## src/rtl/key_unlock_pkg.sv

```systemverilog
// Shared constants for the key-unlock sequencer: FSM state codes and default widths.
package key_unlock_pkg;
   localparam int KEY_W_DEF = 6;
   localparam int IN_W_DEF  = 5;
   localparam int OUT_W_DEF = 2;

   localparam logic [1:0] ST_IDLE  = 2'd0;
   localparam logic [1:0] ST_LOAD  = 2'd1;
   localparam logic [1:0] ST_SWEEP = 2'd2;
   localparam logic [1:0] ST_DONE  = 2'd3;
endpackage

```

## src/rtl/key_shift_reg.sv

```systemverilog
// Serial-in/parallel-out key register, MSB shifted in first, with sync clear.
module key_shift_reg
   import key_unlock_pkg::*;
#(
   parameter int KEY_W = KEY_W_DEF
) (
   input  logic             C,
   input  logic             R,
   input  logic             clr_i,
   input  logic             shift_en_i,
   input  logic             sdi_i,
   output logic [KEY_W-1:0] key_o
);

   logic [KEY_W-1:0] key_q;

   // Clear wins over shift so a zeroise request can never be overwritten by a late beat.
   always_ff @(posedge C or negedge R) begin
      if (!R) begin
         key_q <= '0;
      end else if (clr_i) begin
         key_q <= '0;
      end else if (shift_en_i) begin
         key_q <= {key_q[KEY_W-2:0], sdi_i};
      end
   end

   assign key_o = key_q;

endmodule

```

## src/rtl/key_unlock_seq.sv

```systemverilog
// Loads a locking key serially, sweeps every primary-input pattern through the
// locked/golden pair, counts non-equal patterns and reports pass/fail.
module key_unlock_seq
   import key_unlock_pkg::*;
#(
   parameter int   KEY_W         = KEY_W_DEF,
   parameter int   IN_W          = IN_W_DEF,
   parameter int   OUT_W         = OUT_W_DEF,
   parameter logic CLEAR_ON_FAIL = 1'b1
) (
   input  logic             C,
   input  logic             R,
   input  logic             start,
   input  logic             abort,
   input  logic             key_sdi,
   input  logic             key_sdi_vld,
   input  logic [OUT_W-1:0] eq,
   output logic [IN_W-1:0]  pi,
   output logic [KEY_W-1:0] key_q,
   output logic             key_ok,
   output logic             busy,
   output logic             done,
   output logic             pass,
   output logic [IN_W:0]    mismatch_cnt
);

   localparam int              CNT_W    = (KEY_W > 1) ? $clog2(KEY_W) : 1;
   localparam logic [CNT_W-1:0] BIT_LAST = CNT_W'(KEY_W - 1);
   localparam logic [IN_W-1:0]  PI_LAST  = '1;

   logic [1:0]       state_q, state_d;
   logic [CNT_W-1:0] bit_cnt_q, bit_cnt_d;
   logic [IN_W-1:0]  pi_q, pi_d;
   logic [IN_W:0]    cnt_q, cnt_d;
   logic             pass_q, pass_d;
   logic             key_ok_q, key_ok_d;
   logic             key_clr, key_shift;

   key_shift_reg #(.KEY_W(KEY_W)) u_key (
      .C         (C),
      .R         (R),
      .clr_i     (key_clr),
      .shift_en_i(key_shift),
      .sdi_i     (key_sdi),
      .key_o     (key_q)
   );

   always_comb begin
      state_d   = state_q;
      bit_cnt_d = bit_cnt_q;
      pi_d      = pi_q;
      cnt_d     = cnt_q;
      pass_d    = pass_q;
      key_ok_d  = key_ok_q;
      key_clr   = 1'b0;
      key_shift = 1'b0;
      if (abort) begin
         state_d   = ST_IDLE;
         bit_cnt_d = '0;
         pi_d      = '0;
         cnt_d     = '0;
         pass_d    = 1'b0;
         key_ok_d  = 1'b0;
         key_clr   = 1'b1;
      end else begin
         case (state_q)
            ST_IDLE: begin
               if (start) begin
                  state_d   = ST_LOAD;
                  bit_cnt_d = '0;
                  cnt_d     = '0;
                  pass_d    = 1'b0;
                  key_ok_d  = 1'b0;
                  key_clr   = 1'b1;
               end
            end
            ST_LOAD: begin
               if (key_sdi_vld) begin
                  key_shift = 1'b1;
                  bit_cnt_d = bit_cnt_q + 1'b1;
                  if (bit_cnt_q == BIT_LAST) begin
                     state_d = ST_SWEEP;
                     pi_d    = '0;
                  end
               end
            end
            ST_SWEEP: begin
               if (!(&eq)) begin
                  cnt_d = cnt_q + 1'b1;
               end
               // pi wraps to 0 on the last pattern, leaving it parked outside the sweep.
               pi_d = pi_q + 1'b1;
               if (pi_q == PI_LAST) begin
                  state_d = ST_DONE;
                  pass_d  = (cnt_d == '0);
               end
            end
            ST_DONE: begin
               state_d  = ST_IDLE;
               key_ok_d = pass_q;
               if (!pass_q && CLEAR_ON_FAIL) begin
                  key_clr = 1'b1;
               end
            end
            default: state_d = ST_IDLE;
         endcase
      end
   end

   always_ff @(posedge C or negedge R) begin
      if (!R) begin
         state_q   <= ST_IDLE;
         bit_cnt_q <= '0;
         pi_q      <= '0;
         cnt_q     <= '0;
         pass_q    <= 1'b0;
         key_ok_q  <= 1'b0;
      end else begin
         state_q   <= state_d;
         bit_cnt_q <= bit_cnt_d;
         pi_q      <= pi_d;
         cnt_q     <= cnt_d;
         pass_q    <= pass_d;
         key_ok_q  <= key_ok_d;
      end
   end

   assign pi           = pi_q;
   assign mismatch_cnt = cnt_q;
   assign pass         = pass_q;
   assign key_ok       = key_ok_q;
   assign busy         = (state_q != ST_IDLE);
   assign done         = (state_q == ST_DONE);

endmodule

```

## config.mk

```make
export PLATFORM = sky130hd
export DESIGN_NAME = key_unlock_seq
export DESIGN_NICKNAME = d
export VERILOG_FILES = /design/src/rtl/key_unlock_pkg.sv /design/src/rtl/key_shift_reg.sv /design/src/rtl/key_unlock_seq.sv
export SDC_FILE = /design/constraint.sdc
export NUM_CORES = 1
export LEC_CHECK = 0
export ABC_AREA = 1
export BUFFER_PORTS_ARGS = -buffer_cell sky130_fd_sc_hd__buf_2
export CAP_MARGIN = 20
export CORE_MARGIN = 4
export CORE_UTILIZATION = 55
export CTS_BUF_LIST = sky130_fd_sc_hd__clkbuf_4
export DETAILED_ROUTE_END_ITERATION = 8
export PLACE_DENSITY = 0.8
export REMOVE_ABC_BUFFERS = 1
export SLEW_MARGIN = 5
export SYNTH_ARGS = -nofsm -noshare
export SYNTH_HDL_FRONTEND = slang
export SYNTH_SLANG_ARGS = --single-unit
```

## constraint.sdc

```tcl
create_clock -name C -period 4.5 [get_ports C]
set_input_delay 1.35 -clock C [delete_from_list [all_inputs] [get_ports C]]
set_output_delay 1.35 -clock C [all_outputs]
set_load 0.01 [all_outputs]
```

---- Yosys cells after proc, flatten, opt, wreduce, memory -nomap -nowiden ----
Index checks and enable logic that the tools add are counted.
storage, ports and cells
  word-level logic and storage cells ...... 69
  register bits after elaboration ......... 24
  output and inout port bits .............. 21
cells by class
  add/sub/neg operators ................... 3
  equality and inequality tests ........... 9
  multiplexer cells ....................... 35
  reduce and logical (&&, ||, !) cells .... 15
operators by type and width
  operator                                                         count
  6-bit 2-to-1 mux                                                 7
  5-bit 2-to-1 mux                                                 3
  3-bit inequality test, second input constant                     4
  6-bit case mux with 2 select lines                               1
  3-bit nonzero test                                               4
  1-bit 2-to-1 mux                                                 10
  2-bit 2-to-1 mux                                                 5
  5-bit case mux with 2 select lines                               1
  3-bit 2-to-1 mux                                                 3
  3-bit AND reduction                                              3
  2-bit case mux with 4 select lines                               1
  6-bit by 1-bit adder with 6-bit output, second input constant    1
  6-bit logical NOT                                                1
  1-bit case mux with 2 select lines                               3
  3-bit case mux with 2 select lines                               1
  2-bit AND reduction                                              3
  5-bit by 1-bit adder with 5-bit output, second input constant    1
  5-bit == test, second input constant                             1
  2-bit == test, second input constant                             2
  4-bit AND reduction                                              1
  2-bit nonzero test                                               2
  3-bit by 1-bit adder with 3-bit output, second input constant    1
  3-bit == test, second input constant                             1
  2-bit by 1-bit == test with 1-bit output, second input constant  1
  2-bit logical NOT                                                1

---- Logic depth before layout (Yosys ltp) ----
Gate-level depths: netlist of run 1.
  depth after elaboration ................. 8
  depth in mapped cells ................... 12
  mapped depth without buffers ............ 12

---- Modules after synthesis ----
Synthesis of run 1 repeated with hierarchy kept, for this count alone.
second synthesis, totals
  cells, all modules ...................... 173
  area, all modules ....................... 1406.3 µm²
modules (own cells, without submodules)
  module          seq. area each (µm²)  cells an instance  instances  area an instance (µm²)
  key_unlock_seq  450.4                 147                1          1166.1
  key_shift_reg   150.1                 26                 1          240.2

---- Least setup slack after synthesis of run 1 ----
Ideal clock, no wire load.
  path type ............................... reg-to-output
  start point ............................. register state_q[1]
  end point ............................... output port busy
  data arrival time ....................... 0.781 ns
  slack ................................... 2.369 ns
  path buffers ............................ 0
  required time ........................... 3.150 ns
  cell stages (with the launch flop) ...... 4
  cells stage by stage .................... dfrtp_1 inv_1 ha_1 inv_1
between the ends
  longest elaborated chain between the ends .. 1
ends and longest elaborated chain
  element                   line                   text
  start: declaration        key_unlock_seq.sv:31   logic [1:0] state_q, state_d;
  start signal: assignment  key_unlock_seq.sv:119  state_q <= state_d;
  2-bit nonzero test        key_unlock_seq.sv:132  assign busy = (state_q != ST_IDLE);
  end: declaration          key_unlock_seq.sv:21   output logic busy,
No other way between the ends.

---- Final worst setup path of run 1 ----
Ends and elaborated chain as after synthesis.

==> flow_summary.yaml, run 1 <==
cts:
  clk_pin_slew_ps: 130
  clock_latency_ps: 310
  cts.sinks: 24
  postCtsHoldBufs: 0
  cts_root_buf: "clkbuf_4"
  cts_buffers: 3
  cts_tree: "yes"
  cts_resized: 0
  cts_max_level: 1
  post_cts_buffers: 0
  cts_buffer_depth: 2
worst_setup_path:
  criticalPathCategory: "reg -> out"
  rr_startpoint: "state_q[1]"
  ff2ff_path_depth: 8
  timing.rr.end: "state_q[1]"
  worstPathMaxFanout: 5
  crit_path_start_kind: "flip-flop"
  cp-end-kind: "primary output"
  r2r_setup_slack_ps: 2800
  crit_start: "state_q[1]"
  crit_required_ps: 3150
  worst_ep_arrival_time_ps: 1380
sta:
  fin_skew_ps: 6.54
  fin_setup_tns_ps: 0
  max_slew_margin: 0.647
  tightest_slew_ps: 530
  fin_crit_sh: 0.606
  period_needed_ps: 2730
  final-hold-violation-count: 0
  fmax_mhz: 366
  hold_ws_ps: 539
  slew_viol_final: 0
  rsz0062_at_grt: "false"
  final-setup-viol-count: 0
  fin_ws_ps: 1770
placed_design:
  placed_cell_area_um2: 1550
  post-place-ws_ps: 2160
  numPlacedInstances: 230
  io_buffer_count: 28
  dp.final_hpwl_um: 2460
  globalplace.congestion: 0.860
pwr:
  seq_power_share: 0.415
  p_per_area_nw_per_um2: 392
  p_sw_uw: 230
  p_clk_frac: 0.247
  p_leak_nw: 0.848
  irDropWorstVdd_mv: 0.342
  pwr-share-comb: 0.338
  power_uw: 626
  power.internal_uw: 396
  switching_share: 0.368
grt:
  grt_pass1_vias: 1230
  grt_pass1_wl_um: 5170
  grt_max_degree: 25
  grt_overflow: 0
  grt.total_usage: 0.195
  grt_antenna_before_repair: 0
finish:
  multi_input_area_um2: 681
  area.growth.synth_to_final_pct: 15.6
  stdcell_count: 234
  num-fill-cells: 205
  final_area_um2: 1600
  final_nets: 224
  drive_above_1_share: 0.209
  n_antenna_cell: 0
  regArea_um2: 601
  final_util: 0.696
yosys:
  synthSimpleGateAreaFrac: 0.268
  synth_most_common_cell: "nand2_1"
  ys_seq_area_frac: 0.434
  synth.distinct_cells: 26
  synth_top_family_by_area: "simple AND/OR/NAND/NOR gates"
  synth.largest_area_cell: "dfrtp_1"
  synth.area.top_cells: "dfrtp_1 43%, nand2_1 13%, ha_1 8.1%, nand3_1 7.6%, inv_1 4.9%"
  synth_fa_ha_area_frac: 0.0814
  synthXorXnorAreaFrac: 0.00633
  avgSynthCellArea_um2: 7.86
  synth_mux_area_frac: 0.00723
  syn_inst: 176
  ys_seq_elements: 24
  synthFlopType: "dfrtp_1"
  synth_edf_count: 0
  synth_compound_area_frac: 0.129
  synth_top_cell_area_share: 0.434
  ys_top_cells_by_count: "47 x nand2_1, 24 x dfrtp_1, 21 x nand3_1, 18 x inv_1, 10 x a21oi_1"
  yosys_warnings: 0
  synth-async-reset-ratio: 1.00
  netlist_area_um2: 1380
route:
  drt-initial-drc-count: 56
  drc: 0
  detail-route-antenna-nets: 0
  vias_per_cell: 5.68
  drtPass1Iterations: 4
  wl_per_cell_um: 13.2
  wirelength_um: 3090
  via_count: 1328
worst_hold_path:
  hp-class: "reg -> reg"
  hold_end: "bit_cnt_q[0]"
  hold_path_startpoint: "bit_cnt_q[0]"
  hold_depth: 1
outcome:
  status: "completed"
die:
  dieHeight_um: 58.2
  dieArea_um2: 3380
  start_util: 0.602
  die_w_um: 58.2
  io_pins: 29
  rows: 17
  core_area_um2: 2300
flow_run:
  max-cap-violations: 0
==> worst max-delay path by stage <==
stage | endpoint | slack, ps
after global placement | bit_cnt_q[0] | 2210
after floorplan | busy | 2370
after global routing | busy | 1710
after detailed placement | busy | 2160
final | busy | 1770
after CTS | busy | 1790
==> layout by cell type (no fill, tap or decap), drive strengths merged <==
master   n
o21ai   13
a21oi   11
a22oi    1
nand2   49
a21boi   1
o211ai   1
dfrtp   24
and3     1
bufinv   1
mux2i    1
o22ai    4
nand3   22
inv     24
clkbuf   3
nor2     7
o21a     1
nand4    3
xnor2    1
ha       9
nor3     1
buf     28
==> kinds of logic after synthesis <==
group,count (synthesis)
AOI/OAI and AO/OA,32
xor gates and xnor gates,1
adders and majority gates,9
buffers and inverters,26
DFF,24
muxes,1
and+or+nand+nor,83
==> power by group through the flow <==
stage          logic [mW]  registers, mW  clock network (mW)
2_1_floorplan       0.145          0.263                   0
3_3_place_gp        0.203          0.261                   0
5_1_grt             0.241          0.264               0.170
3_5_place_dp        0.209          0.264                   0
4_1_cts             0.211          0.259               0.159
6_report            0.212          0.260               0.154
==> critical path, stage by stage, from the launching register on <==
cell	delay [ps]
dfrtp_1	420
inv_1	120
ha_1	260
inv_1	110
buf_2	150
==> state kept, by name, summed over array words and instances (netlist names) <==
register      flops
mismatch_cnt      6
u_key.key_o       6
pi                5
bit_cnt_q         3
state_q           2
key_ok            1
pass              1
==> area by class of cell <==
type,count,area share
Clock inverter,1,0.0188
Sequential cell,24,0.376
Tap cell,28,0.0219
Timing Repair Buffer,28,0.0876
Multi-Input combinational cell,126,0.426
Clock buffer,3,0.0141
Inverter,24,0.0563
==> routing by layer <==
layer	vias up	wire [um]	share of wire	GRT usage
li1	644	-	-	-
met1	640	1290	0.42	0.240
met2	42	1600	0.52	0.335
met3	2	190	0.061	0.0379
met4	0	10	0.0032	0.0762
met5	-	0	0	0
(Power assumes the default switching activity.)
==> run 2: changes to the inputs <==
- clock period: 4.5 -> 2.6 ns (I/O delays scaled with it)
==> run 2 against run 1 <==
Flip-flop and latch count is the same. Die area unchanged. Combinational power rose by 75%. Via count shrank 0.90%. Clock skew decreased by 3.7 ps. First-iteration DRC count rose by 41%. Cell count stayed put. Global-route usage increased by 0.50 points. Worst setup slack worse by 1300 ps. Sequential share of layout area unchanged. Critical endpoint unchanged.
==> flow_summary.yaml, run 2 (synthesized netlist as in run 1, its figures left out) <==
die:
  start_util: 0.602
  dieHeight_um: 58.2
  rows: 17
  dieArea_um2: 3380
  io_pins: 29
  die_w_um: 58.2
  core_area_um2: 2300
cts:
  cts_max_level: 1
  postCtsHoldBufs: 0
  post_cts_buffers: 0
  cts_buffer_depth: 2
  cts_tree: "yes"
  cts_resized: 0
  clk_pin_slew_ps: 130
  clock_latency_ps: 320
  cts_root_buf: "clkbuf_4"
  cts_buffers: 3
  cts.sinks: 24
worst_setup_path:
  worst_ep_arrival_time_ps: 1370
  crit_path_start_kind: "flip-flop"
  worstPathMaxFanout: 5
  cp_top_family: "flip-flops"
  worstSetupPathDepth: 4
  crit_required_ps: 1820
  crit_path_top_delay_cell: "dfrtp_1"
  crit_chain: "inv_1 -> ha_1 -> inv_1 -> buf_2"
  ff2ff_path_depth: 8
  criticalPathCategory: "reg -> out"
  cp-end-kind: "primary output"
  path_buf_inv: 3
  max_stage_delay_ps: 420
  crit_top_cell: "inv_1"
sta:
  final-setup-viol-count: 0
  fin_skew_ps: 2.89
  period_needed_ps: 2150
  fin_setup_tns_ps: 0
  hold_ws_ps: 416
  fmax_mhz: 466
  rsz0062_at_grt: "false"
  fin_crit_sh: 0.826
  tightest_slew_ps: 533
  slew_viol_final: 0
  max_slew_margin: 0.645
  final-hold-violation-count: 0
route:
  wl_per_cell_um: 13.3
  via_count: 1316
  drtPass1Iterations: 4
  highest-signal-layer: "met4"
  met2_length_um: 1570
  wirelength_um: 3120
  drt-initial-drc-count: 79
  wl_met1_um: 1320
  drc: 0
  wl_met3_um: 195
  detail-route-antenna-nets: 0
  vias_per_cell: 5.62
pwr:
  p_sw_uw: 406
  p_per_area_nw_per_um2: 683
  p_leak_nw: 0.848
  pwr-share-comb: 0.339
  switching_share: 0.372
  irDropWorstVdd_mv: 0.608
  power_mw: 1.09
  seq_power_share: 0.411
  power.internal_uw: 686
  p_clk_frac: 0.249
finish:
  drive_above_1_share: 0.209
  final_common_cell: "nand2_1"
  area.growth.synth_to_final_pct: 15.6
  final_nets: 224
  final_cell_mix: "47 x nand2_1, 28 x buf_2, 24 x dfrtp_1"
  final_area_um2: 1600
  n_antenna_cell: 0
grt:
  grt_pass1_wl_um: 5330
  grt_max_degree: 25
  grt_antenna_before_repair: 0
  grt_pass1_vias: 1278
  grt_overflow: 0
  grt.total_usage: 0.200
flow_run:
  max-cap-violations: 0
worst_hold_path:
  hp-class: "in -> async"
outcome:
  status: "completed"
placed_design:
  globalplace.congestion: 0.860
  io_buffer_count: 28
  dp.final_hpwl_um: 2480
  placed_cell_area_um2: 1550
==> run 2: cell counts in the layout (fill, tap and decap cells not counted) <==
Identical to the previous run, type by type.
==> run 2: worst paths after layout <==
kind                               from              end  slack (ps)
max                          state_q[1]             busy         450
min                                   R  mismatch_cnt[3]         420
max reg2reg                  state_q[1]       state_q[1]         860
min reg2reg                bit_cnt_q[0]     bit_cnt_q[0]         540
max in group asynchronous             R   u_key.key_o[5]        1830
min in group C             bit_cnt_q[0]     bit_cnt_q[0]         540
==> run 2: power groups by stage <==
stage	logic [mW]	registers (mW)	clock network (mW)
after floorplan	0.250	0.456	0
after global placement	0.352	0.451	0
after detailed placement	0.365	0.456	0
after CTS	0.367	0.449	0.276
after global routing	0.414	0.456	0.294
final	0.371	0.449	0.272
==> run 2: stage by stage <==
| step | cells | setup slack (ps) | utilization |
|---|---|---|---|
| 6_report | 234 | 453 | 0.696 |
| 5_1_grt | 234 | 369 | 0.696 |
| 2_1_floorplan | 174 | 1040 | - |
| 4_1_cts | 234 | 467 | 0.696 |
| 3_3_place_gp | 230 | 884 | 0.673 |
| 3_5_place_dp | 230 | 841 | 0.673 |
==> run 2: layer usage <==
layer / track usage / vias up
met4: 0.0861 / 0
met5: 0 / -
li1: - / 644
met2: 0.344 / 50
met3: 0.0290 / 5
met1: 0.249 / 617
==> run 2: layout make-up <==
class / count / area [um2]
multi-input combinational: 126 / 681
timing repair buffer: 28 / 140
fill: 200 / 698
tap: 28 / 35.0
clock buffer: 3 / 22.5
clock inverter: 1 / 30.0
sequential: 24 / 601
inverter: 24 / 90.1
